<file path="src/rtl/keypad_scanner.sv">
// keypad_scanner: scans a 3x3 keypad, synchronises and debounces the rows, and emits one cell code per press.
// Define KEY_OCCUPANCY_CHECK_EN to refuse presses on occupied cells or after the game has ended.
//
// state     | meaning
// S_SCAN    | rotating column drive, waiting for any row to go high
// S_DEBOUNCE| column frozen, counting ticks with an unchanged row pattern
// S_HOLD    | decision issued, counting quiet ticks before resuming the scan
module keypad_scanner #(
  parameter int SCAN_DIV     = 25000,
  parameter int DEBOUNCE_CNT = 20
) (
  input  logic        i_clk,
  input  logic        i_rst_n,
  input  logic [2:0]  i_key_row,
  output logic [2:0]  o_key_col,
  input  logic [17:0] i_board,
  input  logic [1:0]  i_result,
  output logic [3:0]  o_key_data,
  output logic        o_key_valid,
  output logic        o_key_reject
);

  typedef enum logic [1:0] {
    S_SCAN     = 2'd0,
    S_DEBOUNCE = 2'd1,
    S_HOLD     = 2'd2
  } state_t;

  localparam logic [19:0] DIV_LAST = 20'(SCAN_DIV - 1);
  localparam logic [8:0]  DEB_N    = 9'(DEBOUNCE_CNT);

  state_t      r_state;
  state_t      w_state_nxt;
  logic [2:0]  r_row_meta;
  logic [2:0]  r_row_sync;
  logic [19:0] r_div;
  logic [2:0]  r_col;
  logic [2:0]  r_pat;
  logic [3:0]  r_code;
  logic [7:0]  r_cnt;
  logic [3:0]  r_key_data;
  logic        r_valid;

  logic        w_tick;
  logic [1:0]  w_row_idx;
  logic [1:0]  w_col_idx;
  logic [3:0]  w_code_now;
  logic [3:0]  w_dec_code;
  logic [8:0]  w_cnt_inc;
  logic [2:0]  w_col_nxt;
  logic [2:0]  w_pat_nxt;
  logic [3:0]  w_code_nxt;
  logic [7:0]  w_cnt_nxt;
  logic        w_decide;
  logic        w_accept;

  assign w_tick     = (r_div == DIV_LAST);
  assign w_row_idx  = r_row_sync[0] ? 2'd0 : (r_row_sync[1] ? 2'd1 : 2'd2);
  assign w_col_idx  = r_col[0] ? 2'd0 : (r_col[1] ? 2'd1 : 2'd2);
  assign w_code_now = 4'd3 * {2'b00, w_row_idx} + {2'b00, w_col_idx} + 4'd1;
  assign w_cnt_inc  = {1'b0, r_cnt} + 9'd1;
  // With a single-tick debounce the decision is taken on the entry tick, before r_code is loaded.
  assign w_dec_code = (r_state == S_SCAN) ? w_code_now : r_code;

`ifdef KEY_OCCUPANCY_CHECK_EN
  logic [15:0] w_occ;
  logic        r_reject;

  always_comb begin
    w_occ = '0;
    for (int k = 1; k <= 9; k++) begin
      w_occ[k] = i_board[18 - 2 * k] | i_board[19 - 2 * k];
    end
  end

  assign w_accept = (i_result == 2'b00) && !w_occ[w_dec_code];

  always_ff @(posedge i_clk or negedge i_rst_n) begin
    if (!i_rst_n) begin
      r_reject <= 1'b0;
    end else begin
      r_reject <= w_decide & ~w_accept;
    end
  end

  assign o_key_reject = r_reject;
`else
  logic w_unused_game;

  assign w_unused_game = ^{i_board, i_result};
  assign w_accept      = 1'b1;
  assign o_key_reject  = 1'b0;
`endif

  always_comb begin
    w_state_nxt = r_state;
    w_col_nxt   = r_col;
    w_pat_nxt   = r_pat;
    w_code_nxt  = r_code;
    w_cnt_nxt   = r_cnt;
    w_decide    = 1'b0;
    if (w_tick) begin
      case (r_state)
        S_SCAN: begin
          if (r_row_sync != 3'b000) begin
            w_pat_nxt  = r_row_sync;
            w_code_nxt = w_code_now;
            if (DEB_N <= 9'd1) begin
              w_cnt_nxt   = 8'd0;
              w_state_nxt = S_HOLD;
              w_decide    = 1'b1;
            end else begin
              w_cnt_nxt   = 8'd1;
              w_state_nxt = S_DEBOUNCE;
            end
          end else begin
            w_col_nxt = {r_col[1:0], r_col[2]};
          end
        end
        S_DEBOUNCE: begin
          if (r_row_sync == r_pat) begin
            if (w_cnt_inc >= DEB_N) begin
              w_cnt_nxt   = 8'd0;
              w_state_nxt = S_HOLD;
              w_decide    = 1'b1;
            end else begin
              w_cnt_nxt = w_cnt_inc[7:0];
            end
          end else begin
            w_cnt_nxt   = 8'd0;
            w_state_nxt = S_SCAN;
          end
        end
        S_HOLD: begin
          if (r_row_sync == 3'b000) begin
            if (w_cnt_inc >= DEB_N) begin
              w_cnt_nxt   = 8'd0;
              w_col_nxt   = {r_col[1:0], r_col[2]};
              w_state_nxt = S_SCAN;
            end else begin
              w_cnt_nxt = w_cnt_inc[7:0];
            end
          end else begin
            w_cnt_nxt = 8'd0;
          end
        end
        default: begin
          w_cnt_nxt   = 8'd0;
          w_state_nxt = S_SCAN;
        end
      endcase
    end
  end

  always_ff @(posedge i_clk or negedge i_rst_n) begin
    if (!i_rst_n) begin
      r_state    <= S_SCAN;
      r_row_meta <= 3'b000;
      r_row_sync <= 3'b000;
      r_div      <= 20'd0;
      r_col      <= 3'b001;
      r_pat      <= 3'b000;
      r_code     <= 4'd0;
      r_cnt      <= 8'd0;
      r_key_data <= 4'd0;
      r_valid    <= 1'b0;
    end else begin
      r_state    <= w_state_nxt;
      r_row_meta <= i_key_row;
      r_row_sync <= r_row_meta;
      r_div      <= w_tick ? 20'd0 : r_div + 20'd1;
      r_col      <= w_col_nxt;
      r_pat      <= w_pat_nxt;
      r_code     <= w_code_nxt;
      r_cnt      <= w_cnt_nxt;
      r_valid    <= w_decide & w_accept;
      if (w_decide && w_accept) begin
        r_key_data <= w_dec_code;
      end
    end
  end

  assign o_key_col   = r_col;
  assign o_key_data  = r_key_data;
  assign o_key_valid = r_valid;

endmodule

</file>
<file path="config.mk">
export PLATFORM = sky130hd
export DESIGN_NAME = keypad_scanner
export DESIGN_NICKNAME = d
export VERILOG_FILES = /design/src/rtl/keypad_scanner.sv
export SDC_FILE = /design/constraint.sdc
export NUM_CORES = 1
export LEC_CHECK = 0
export CORE_ASPECT_RATIO = 0.6
export CORE_UTILIZATION = 49
export CTS_BUF_LIST = sky130_fd_sc_hd__clkbuf_16
export DETAILED_ROUTE_END_ITERATION = 8
export GPL_TIMING_DRIVEN = 1
export PLACE_DENSITY = 0.79
export SKIP_LAST_GASP = 1
export SLEW_MARGIN = 20
export SYNTH_ARGS = -nofsm -noshare
export SYNTH_HDL_FRONTEND = slang
export SYNTH_SLANG_ARGS = --single-unit
</file>
<file path="constraint.sdc">
create_clock -name i_clk -period 2.07 [get_ports i_clk]
set_input_delay 0.207 -clock i_clk [delete_from_list [all_inputs] [get_ports i_clk]]
set_output_delay 0.207 -clock i_clk [all_outputs]
set_load 0.01 [all_outputs]
</file>
== Yosys cells after proc, flatten, opt, wreduce, memory -nomap -nowiden ==
Cells that the tools add are included.
Widths: inputs -> output; s select.
Cells by class
  equal/unequal tests: 9
  mux-type cells: 25
  reduce and logical (&&, ||, !) cells: 8
  add/sub/neg operators: 4
  $mul: 1
  magnitude comparators: 1
Operator list (count)
  $mux 8: 4
  $pmux 8 s3: 1
  $add 20x1->20 const B: 1
  $eq 20x15->1 const B: 1
  $mux 20: 1
  $mux 2: 9
  $reduce_and 5->1: 2
  $add 8x1->9 const B: 1
  $ge 9x5->1 const B: 1
  $mux 3: 3
  $ne 2x2->1 const B: 3
  $pmux 2 s3: 1
  $pmux 3 s2: 1
  $add 4x1->4 const B: 1
  $add 4x2->4: 1
  $mul 2x2->4 const A: 1
  $mux 1: 4
  $mux 4: 1
  $eq 3x3->1: 1
  $logic_not 3->1: 1
  $ne 3x3->1 const B: 1
  $reduce_and 3->1: 1
  $reduce_bool 3->1: 1
  $eq 2x1->1 const B: 1
  5 further kinds: 5
Word-level totals
  word-level logic and storage cells: 58
  input port bits: 25
  flip-flop bits (word level): 51
  output and inout bits: 9

== Longest topological paths before layout ==
Gate-level depths: netlist of run 1.
  depth in word-level cells: 6
  mapped depth: 7
  depth with buffers taken out: 7

== Worst setup path before layout of run 1 ==
OpenSTA, ideal clock, no wires.
  path kind: register to register
  start: register r_row_sync[1]
  end: register r_key_data[1] (netlist: o_key_data[1])
  buffers on the path: 0
  clock period less this slack: 2.224 ns
  stages on the path, launching flop included: 6
  arrival time: 2.099 ns
  required time: 1.945 ns
  setup time: 0.125 ns
  path slack: -0.154 ns
  cell sequence: dfrtp_1 -> nor2_1 -> fa_1 -> fa_1 -> mux2_2 -> mux2_2
On the way
  cells in the longest elaborated chain, start to end: 6
  elaborated cells on any way between the ends: 10
  those cells by class: add/sub: 2; mul: 1; eq/ne: 1; mux: 6
RTL lines
  from (decl): line 35  | logic [2:0] r_row_sync;
  from (signal assigned): line 170  | r_row_sync <= r_row_meta;
  $mux 2 (2 in series): line 58  | assign w_row_idx = r_row_sync[0] ? 2'd0 : (r_row_sync[1] ? 2'd1 : 2'd2);
  $mul 2x2->4: line 60  | assign w_code_now = 4'd3 * {2'b00, w_row_idx} + {2'b00, w_col_idx} + 4'd1;
  $add 4x2->4: line 60
  $add 4x1->4: line 60
  net w_code_now[1]: line 47  | logic [3:0] w_code_now;
  $mux 4: line 63  | assign w_dec_code = (r_state == S_SCAN) ? w_code_now : r_code;
  to (signal assigned): line 178  | r_key_data <= w_dec_code;
  to (decl): line 41  | logic [3:0] r_key_data;
The timed path passes the listed nets, and every way through them passes these cells.
A chain may end at the register's enable or synchronous reset.

== Final worst setup path of run 1 ==
  start: register r_col[0] (netlist: o_key_col[0])
  end: register r_key_data[1] (netlist: o_key_data[1])
On the way
  cells in the longest elaborated chain, start to end: 4
RTL lines
  from (decl): line 37  | logic [2:0] r_col;
  from (signal assigned): line 172  | r_col <= w_col_nxt;
  $mux 2: line 59  | assign w_col_idx = r_col[0] ? 2'd0 : (r_col[1] ? 2'd1 : 2'd2);
  $add 4x2->4: line 60
  $add 4x1->4: line 60
  net w_code_now[1]: line 47
  $mux 4: line 63
The timed path passes the listed nets, and every way through them passes these cells.

==> metrics.md, run 1 <==
| Metric | Value |
|---|---|
| Sequential group share of total power | `47.3%` |
| Combinational power share | `under 10%` |
| Arrival time worst endpoint | `approximately 2400 ps` |
| Final critical-path required period | `approximately 2200 ps` |
| Fraction of registers with async set or reset after synthesis | `100%` |
| Clock Pin Slew Worst Setup and Hold Paths | `roughly 70 ps` |
| Inserted Clock Buffers | `5` |
| Final cell utilization of the core | `~70%` |
| Count of maximum capacitance violations | `0` |
| Start-to-end type of the worst setup path | `flip-flop to flip-flop` |
| Top post-synthesis cells by area | `sky130_fd_sc_hd__dfrtp_1 50%, sky130_fd_sc_hd__mux2_2 5.8%, sky130_fd_sc_hd__xnor2_1 5.5%, sky130_fd_sc_hd__nor2_1 3.4%, sky130_fd_sc_hd__nand4_1 2.7%` |
| Setup repair after global routing missed its margin | `true` |
| Mapped Nets | `roughly 270` |
| Leading cell types in the layout, fill and taps excluded | `46 x sky130_fd_sc_hd__dfrtp_1, 43 x sky130_fd_sc_hd__buf_4, 21 x sky130_fd_sc_hd__nor2_1` |
| First-pass GRT wire length | `roughly 9300 um` |
| Maximum number of pins on one net before global-route repair | `between 50 and 60` |
| Detailed-route wire length | `roughly 5800 um` |
| Switching fraction of total power | `18.8%` |
| Clock Latency Late Sink | `~290 ps` |
| Normalized max-slew margin | `between 50 and 60%` |
| Number of diodes | `0` |
| Place WS | `-151 ps` |
| Fin Clk Skew | `around 6 ps` |
| Average cell area after synthesis | `between 10 and 15 um2` |
| Leak Pwr | `0.00151 uW` |
| Longest Clk Path Bufs | `2` |
| Residual antenna-violating net count after detailed routing | `0` |
| Weighted congestion reported at the end of routability-driven placement | `between 0.8 and 0.9` |
| Number of rows created at floorplan | `19` |
| Setup violation total in the final timing report | `4` |
| Via count | `1955` |
| Kind of path behind the tightest hold check | `input port to async pin` |
| Clock Sinks | `51` |
| Most common cell after layout, fill and taps aside | `sky130_fd_sc_hd__dfrtp_1` |
| Post-route worst hold slack | `between 20 and 25 ps` |
| Proportion of layout cells with a drive suffix above 1 | `a little under a third` |
| Number of global-route vias before repair | `1887` |
| Status | `finished with violations` |
| Post-synth EDFFs | `0` |
| Max-slew violations | `0` |
| Grt total ovfl | `0` |
| Average wire per cell in the routed design | `around 16 um` |
| Signed area change from the synthesized netlist to the final layout | `31.3%` |
| Yosys top cell area share | `about half` |
| DRT Pass-1 Iters | `4` |
| Count of unresolved DRC violations after routing | `0` |
| Die Footprint | `between 5000 and 6000 um2` |
| Nets@finish | `between 300 and 400` |
| Design internal power | `~1700 uW` |
| Worst Path Max Fanout | `2` |
| Number of top-level pins | `34` |
| Flip-flop cell with the highest count after synthesis | `sky130_fd_sc_hd__dfrtp_1` |
| Worst IR drop on VDD | `404 uV` |
| Number of levels the H-tree was split into | `2` |
| Switching component of the power | `~400 uW` |
| Violated checks | `setup timing` |
| Std-Cell Core Area | `approximately 4800 um2` |
| DPL Wire Length | `between 3000 and 4000 um` |
| Layout Cells excl Fill | `352` |
| Initial antenna violation count | `0` |
| Number of I/O port buffers | `12` |
| Final Hold Vio Count | `0` |
| Min setup slack post-route | `-155 ps` |
| GRT Resource Usage Total | `22.7%` |
| Mapped Cells | `234` |
| Vert. Die Dim | `~58 um` |
| DRC violation total after the first TritonRoute iteration | `133` |
| Portion of the post-synthesis area used by sequential elements | `between 50% and 60%` |
| Sort of element at the start of the critical path | `flip-flop` |
| Biggest area consumer among synthesized cells | `sky130_fd_sc_hd__dfrtp_1` |
| Initial Util | `between 50% and 60%` |
| Cell area after synthesis | `between 2000 and 3000 um2` |
| CP Data Required Time | `approximately 2200 ps` |
| Register bit total from synthesis | `51` |
| TritonCTS clock tree | `done` |
| Placed instance count | `roughly 340` |
| Clk pwr share | `between 40% and 50%` |
| Crit. End Element | `flip-flop` |
| Final clock period utilization by the worst path | `107%` |
| Library cells used by synthesis | `48` |
| Chip width | `around 95 um` |
| Via density per instance | `roughly 5.6` |
| Overall power of the completed layout | `2130 uW` |
| Power density over the cells | `about 640 nW/um2` |
| Count of synthesis-stage warnings from yosys | `0` |
| Clock Root Buffer | `sky130_fd_sc_hd__clkbuf_16` |
| Fmax achieved | `between 400 and 500 MHz` |
| Transition time of the tightest slew-check pin | `about 630 ps` |
[through the flow]
step | TNS, ps | cell area [um2]
finish | -378 | 3320
global route | -717 | 3320
CTS | -358 | 3220
detailed placement | -442 | 2990
global placement | -274 | 2990
floorplan | -224 | 2560
[per-layer routing]
| metal | part of all wire (%) | GRT usage, % |
|---|---|---|
| met1 | 52 | 34.3 |
| met2 | 44 | 33.7 |
| met3 | 3.5 | 5.51 |
| met4 | 0.45 | 4.11 |
| met5 | 0 | 0 |
[worst max-delay path: stages, from the launching register on]
cell                      delay, ps
sky130_fd_sc_hd__dfstp_2        540
sky130_fd_sc_hd__nor2_2          40
sky130_fd_sc_hd__fa_1           550
sky130_fd_sc_hd__fa_1           440
sky130_fd_sc_hd__mux2_2         270
sky130_fd_sc_hd__mux2_4         260
[cells by family after synthesis]
logic type / share of synthesized area (%)
adder cells (fa/ha/maj): 4.06
AND/OR/NAND/NOR: 20.9
other: 0.148
XOR/XNOR: 7.28
flip-flops: 50.6
buffers and inverters: 3.07
AO/OA/AOI/OAI: 6.64
multiplexers: 7.38
[synthesized netlist by cell type (all sizes together) (3+ instances only)]
cell type,count
nor2,23
mux2,13
a211oi,3
dfrtp,50
xor2,5
nand2,13
nor2b,4
nand3b,3
ha,5
buf,3
o21ai,7
clkbuf,5
a21oi,4
mux2i,4
nor3,4
nor4,5
nor4b,6
xnor2,16
and2,3
inv,11
nand3,7
nand4,11
[registers in the layout, indices dropped and copies added (netlist names)]
register     count
r_code           4
r_state          2
r_div           20
o_key_valid      1
o_key_data       4
r_row_sync       3
r_cnt            8
o_key_col        3
r_pat            3
r_row_meta       3
[worst paths after layout]
path	start	to	slack (ps)	depth (start not counted)
setup / recovery	o_key_col[0]$_DFFE_PN1P_	o_key_data[1]$_DFFE_PN0P_	-150	5
hold / removal	i_rst_n	r_cnt[1]$_DFFE_PN0P_	20	2
setup reg to reg	o_key_col[0]$_DFFE_PN1P_	o_key_data[1]$_DFFE_PN0P_	-150	5
hold reg to reg	r_row_meta[0]$_DFF_PN0_	r_row_sync[0]$_DFF_PN0_	350	0
max in group asynchronous	i_rst_n	r_cnt[0]$_DFFE_PN0P_	1590	2
min in group i_clk	r_row_meta[0]$_DFF_PN0_	r_row_sync[0]$_DFF_PN0_	350	0
[power groups by stage]
stage	registers (uW)	logic (uW)	clock network, uW
after floorplan	1030	34.8	0
after global placement	1020	75.3	0
after detailed placement	1030	78.2	0
after CTS	1010	84.9	1050
after global routing	1010	94.5	1100
final	1010	84.8	1040
[final cells by class]
| type | instances | area (um2) |
|---|---|---|
| fillers | 339 | 1440 |
| multi-input cells | 164 | 1290 |
| flip-flops and latches | 51 | 1280 |
| repair buffers | 55 | 438 |
| clock buffers | 5 | 125 |
| well taps | 63 | 78.8 |
| clock inverters | 3 | 63.8 |
| inverters | 11 | 41.3 |
[what timing repair did]
action,CTS,global route
hold buffers,0,0
pin swaps,4,14
endpoints found under the setup margin,6,13
resized for setup,4,14
buffers inserted,3,4
No activity file was read; power rests on OpenSTA's default activity.
==> run 2: changes to the inputs <==
--- a/config.mk
+++ b/config.mk
@@ -6,11 +6,11 @@
 export NUM_CORES = 1
 export LEC_CHECK = 0
 export CORE_ASPECT_RATIO = 0.6
-export CORE_UTILIZATION = 49
+export CORE_UTILIZATION = 59
 export CTS_BUF_LIST = sky130_fd_sc_hd__clkbuf_16
 export DETAILED_ROUTE_END_ITERATION = 8
 export GPL_TIMING_DRIVEN = 1
-export PLACE_DENSITY = 0.79
+export PLACE_DENSITY = 0.89
 export SKIP_LAST_GASP = 1
 export SLEW_MARGIN = 20
 export SYNTH_ARGS = -nofsm -noshare
==> constraint.sdc (replaced) <==
create_clock -name i_clk -period 2.8 [get_ports i_clk]
set_input_delay 0.28 -clock i_clk [delete_from_list [all_inputs] [get_ports i_clk]]
set_output_delay 0.28 -clock i_clk [all_outputs]
set_load 0.01 [all_outputs]
==> run 2 against run 1 <==
  * The run ends with hold timing left
  * Sequential share of layout area grew 6.0 points
  * Critical path type unchanged
  * Clock skew hardly changed
  * Largest cell class is now flip-flops and latches
  * Worst setup slack better by 510 ps
  * Critical path depth up 2
  * Non-clock buffer count shrank 38
==> metrics.md, run 2 (same netlist as run 1, synthesis figures left out) <==
| Metric | Value |
|---|---|
| Via density per instance | `approximately 6` |
| Start-to-end type of the worst setup path | `flip-flop to flip-flop` |
| Weighted congestion reported at the end of routability-driven placement | `0.843` |
| Initial Util | `just over 60%` |
| Leading cell types in the layout, fill and taps excluded | `50 x sky130_fd_sc_hd__dfrtp_1, 23 x sky130_fd_sc_hd__nor2_1, 16 x sky130_fd_sc_hd__xnor2_1` |
| Register with the most flip-flops | `r_div` |
| # hold bufs at CTS | `0` |
| Number of rows created at floorplan | `18` |
| DRT Pass-1 Iters | `4` |
| Inserted Clock Buffers | `5` |
| Proportion of layout cells with a drive suffix above 1 | `13.5%` |
| Count of maximum capacitance violations | `0` |
| Vert. Die Dim | `52.7 um` |
| Final standard cell area without fillers | `2860 um2` |
| Clock Sinks | `slightly above 50` |
| Chip width | `just under 90 um` |
| CP Data Required Time | `~3000 ps` |
| Final critical-path required period | `2440 ps` |
| Via count | `roughly 1800` |
| Worst Path Max Fanout | `11` |
| Initial antenna violation count | `0` |
| Clock Root Buffer | `sky130_fd_sc_hd__clkbuf_16` |
| Setup repair after global routing missed its margin | `false` |
| Kind of path behind the tightest hold check | `input port to async pin` |
| Dpl cell area | `about 2700 um2` |
| Number of global-route vias before repair | `1649` |
| Number of top-level pins | `34` |
| Post-CTS setup buffer count | `0` |
| Cell with the largest stage delay on the worst path | `sky130_fd_sc_hd__a211oi_2` |
| Residual antenna-violating net count after detailed routing | `0` |
| Grt total ovfl | `0` |
| DRC violation total after the first TritonRoute iteration | `about 160` |
| Filler instances | `between 300 and 400` |
| Most common cell after layout, fill and taps aside | `sky130_fd_sc_hd__dfrtp_1` |
| Fmax achieved | `slightly above 400 MHz` |
| Fin Clk Skew | `roughly 5.5 ps` |
| Status | `finished with violations` |
| Post-cts gate resize count | `0` |
| Number of levels the H-tree was split into | `2` |
| Power density over the cells | `slightly below 500 nW/um2` |
| Final clock period utilization by the worst path | `roughly 87%` |
| GRT Resource Usage Total | `between 20% and 30%` |
| Count of unresolved DRC violations after routing | `0` |
| Cell Chain, Critical Path | `ha_1 > nand3_1 > a211oi_1 > nor4_1 > buf_4 > a211oi_2 > mux2_2` |
| Number of diodes | `0` |
| Arrival time worst endpoint | `roughly 2600 ps` |
| Normalized max-slew margin | `between 50 and 60%` |
| Max stage delay on crit path | `~500 ps` |
| Worst IR drop on VDD | `428 uV` |
| Final Hold Vio Count | `25` |
| TritonCTS clock tree | `done` |
| Setup violation total in the final timing report | `0` |
| First-pass GRT wire length | `~8100 um` |
| Place WS | `about 420 ps` |
| Clock Latency Late Sink | `slightly below 300 ps` |
| Nets@finish | `between 200 and 300` |
| Maximum number of pins on one net before global-route repair | `27` |
| Final sum of negative setup slack | `0 ps` |
| Min setup slack post-route | `~360 ps` |
| Detailed-route wire length | `approximately 4900 um` |
| Sort of element at the start of the critical path | `flip-flop` |
| Max-slew violations | `0` |
| Crit. End Element | `flip-flop` |
| DPL Wire Length | `about 3500 um` |
| Number of I/O port buffers | `12` |
| Overall power of the completed layout | `approximately 1400 uW` |
| Leak Pwr | `0.00126 uW` |
| Violated checks | `hold timing` |
| Die Footprint | `roughly 4600 um2` |
| Signed area change from the synthesized netlist to the final layout | `13.2%` |
| Transition time of the tightest slew-check pin | `between 600 and 700 ps` |
| Clock Pin Slew Worst Setup and Hold Paths | `60 ps` |
| Registers with the highest flip-flop counts | `r_div (20), r_cnt (8)` |
| Std-Cell Core Area | `4100 um2` |
| Average wire per cell in the routed design | `15.7 um` |
| Post-route worst hold slack | `-13.3 ps` |
| Max FFs per register | `20` |
| Longest Clk Path Bufs | `2` |
[run 2: worst max-delay path, delay by kind of cell, from the launching register on]
| family | cells | cell delay, ps |
|---|---|---|
| flops | 1 | 490 |
| simple gates | 2 | 210 |
| fa+ha+maj | 1 | 310 |
| buf+inv | 1 | 180 |
| mux | 1 | 400 |
| compound gates | 2 | 740 |
[run 2: metrics by stage]
stage               util, %  cells
floorplan                 -    234
global placement       66.3    303
detailed placement     66.3    303
CTS                    69.7    311
global route           69.7    311
finish                 69.7    311
[run 2: routing by layer]
layer | track usage (%) | wire length (um) | up-vias
met5 | 0 | 0 | -
met4 | 8.06 | 53 | 0
met3 | 5.98 | 343 | 9
met2 | 34.0 | 2070 | 70
met1 | 36.0 | 2410 | 879
li1 | - | - | 865
[run 2: power breakdown]
part,switching [uW],internal (uW),total [uW]
sequential,3.94,741,745
combinational,29.7,19.0,48.7
clock,254,326,580
[run 2: path summary, 6_finish.rpt]
path | startpoint | to | slack [ps] | cells past startpoint
max | r_cnt[0]$_DFFE_PN0P_ | o_key_data[2]$_DFFE_PN0P_ | 360 | 7
min | i_rst_n | o_key_data[2]$_DFFE_PN0P_ | -10 | 1
max reg2reg | r_cnt[0]$_DFFE_PN0P_ | o_key_data[2]$_DFFE_PN0P_ | 360 | 7
min reg2reg | r_row_meta[1]$_DFF_PN0_ | r_row_sync[1]$_DFF_PN0_ | 350 | 0
max in group asynchronous | i_rst_n | o_key_col[0]$_DFFE_PN1P_ | 2020 | 2
min in group i_clk | r_row_meta[1]$_DFF_PN0_ | r_row_sync[1]$_DFF_PN0_ | 350 | 0
[run 2: final cells by class]
type | instances | area, um2 | share of cell area, %
multi-input combinational | 164 | 1170 | 41.0
clock inverter | 3 | 16.3 | 0.569
clock buffer | 5 | 125 | 4.38
tap | 60 | 75.1 | 2.63
sequential | 51 | 1280 | 44.7
timing repair buffer | 17 | 153 | 5.34
inverter | 11 | 41.3 | 1.44
==> run 3: changes to the inputs <==
--- a/config.mk
+++ b/config.mk
@@ -16,3 +16,4 @@
 export SYNTH_ARGS = -nofsm -noshare
 export SYNTH_HDL_FRONTEND = slang
 export SYNTH_SLANG_ARGS = --single-unit
+export TNS_END_PERCENT = 1
==> results of run 3 <==
Same layout as run 2: the final DEF is identical, and so are final timing and power.
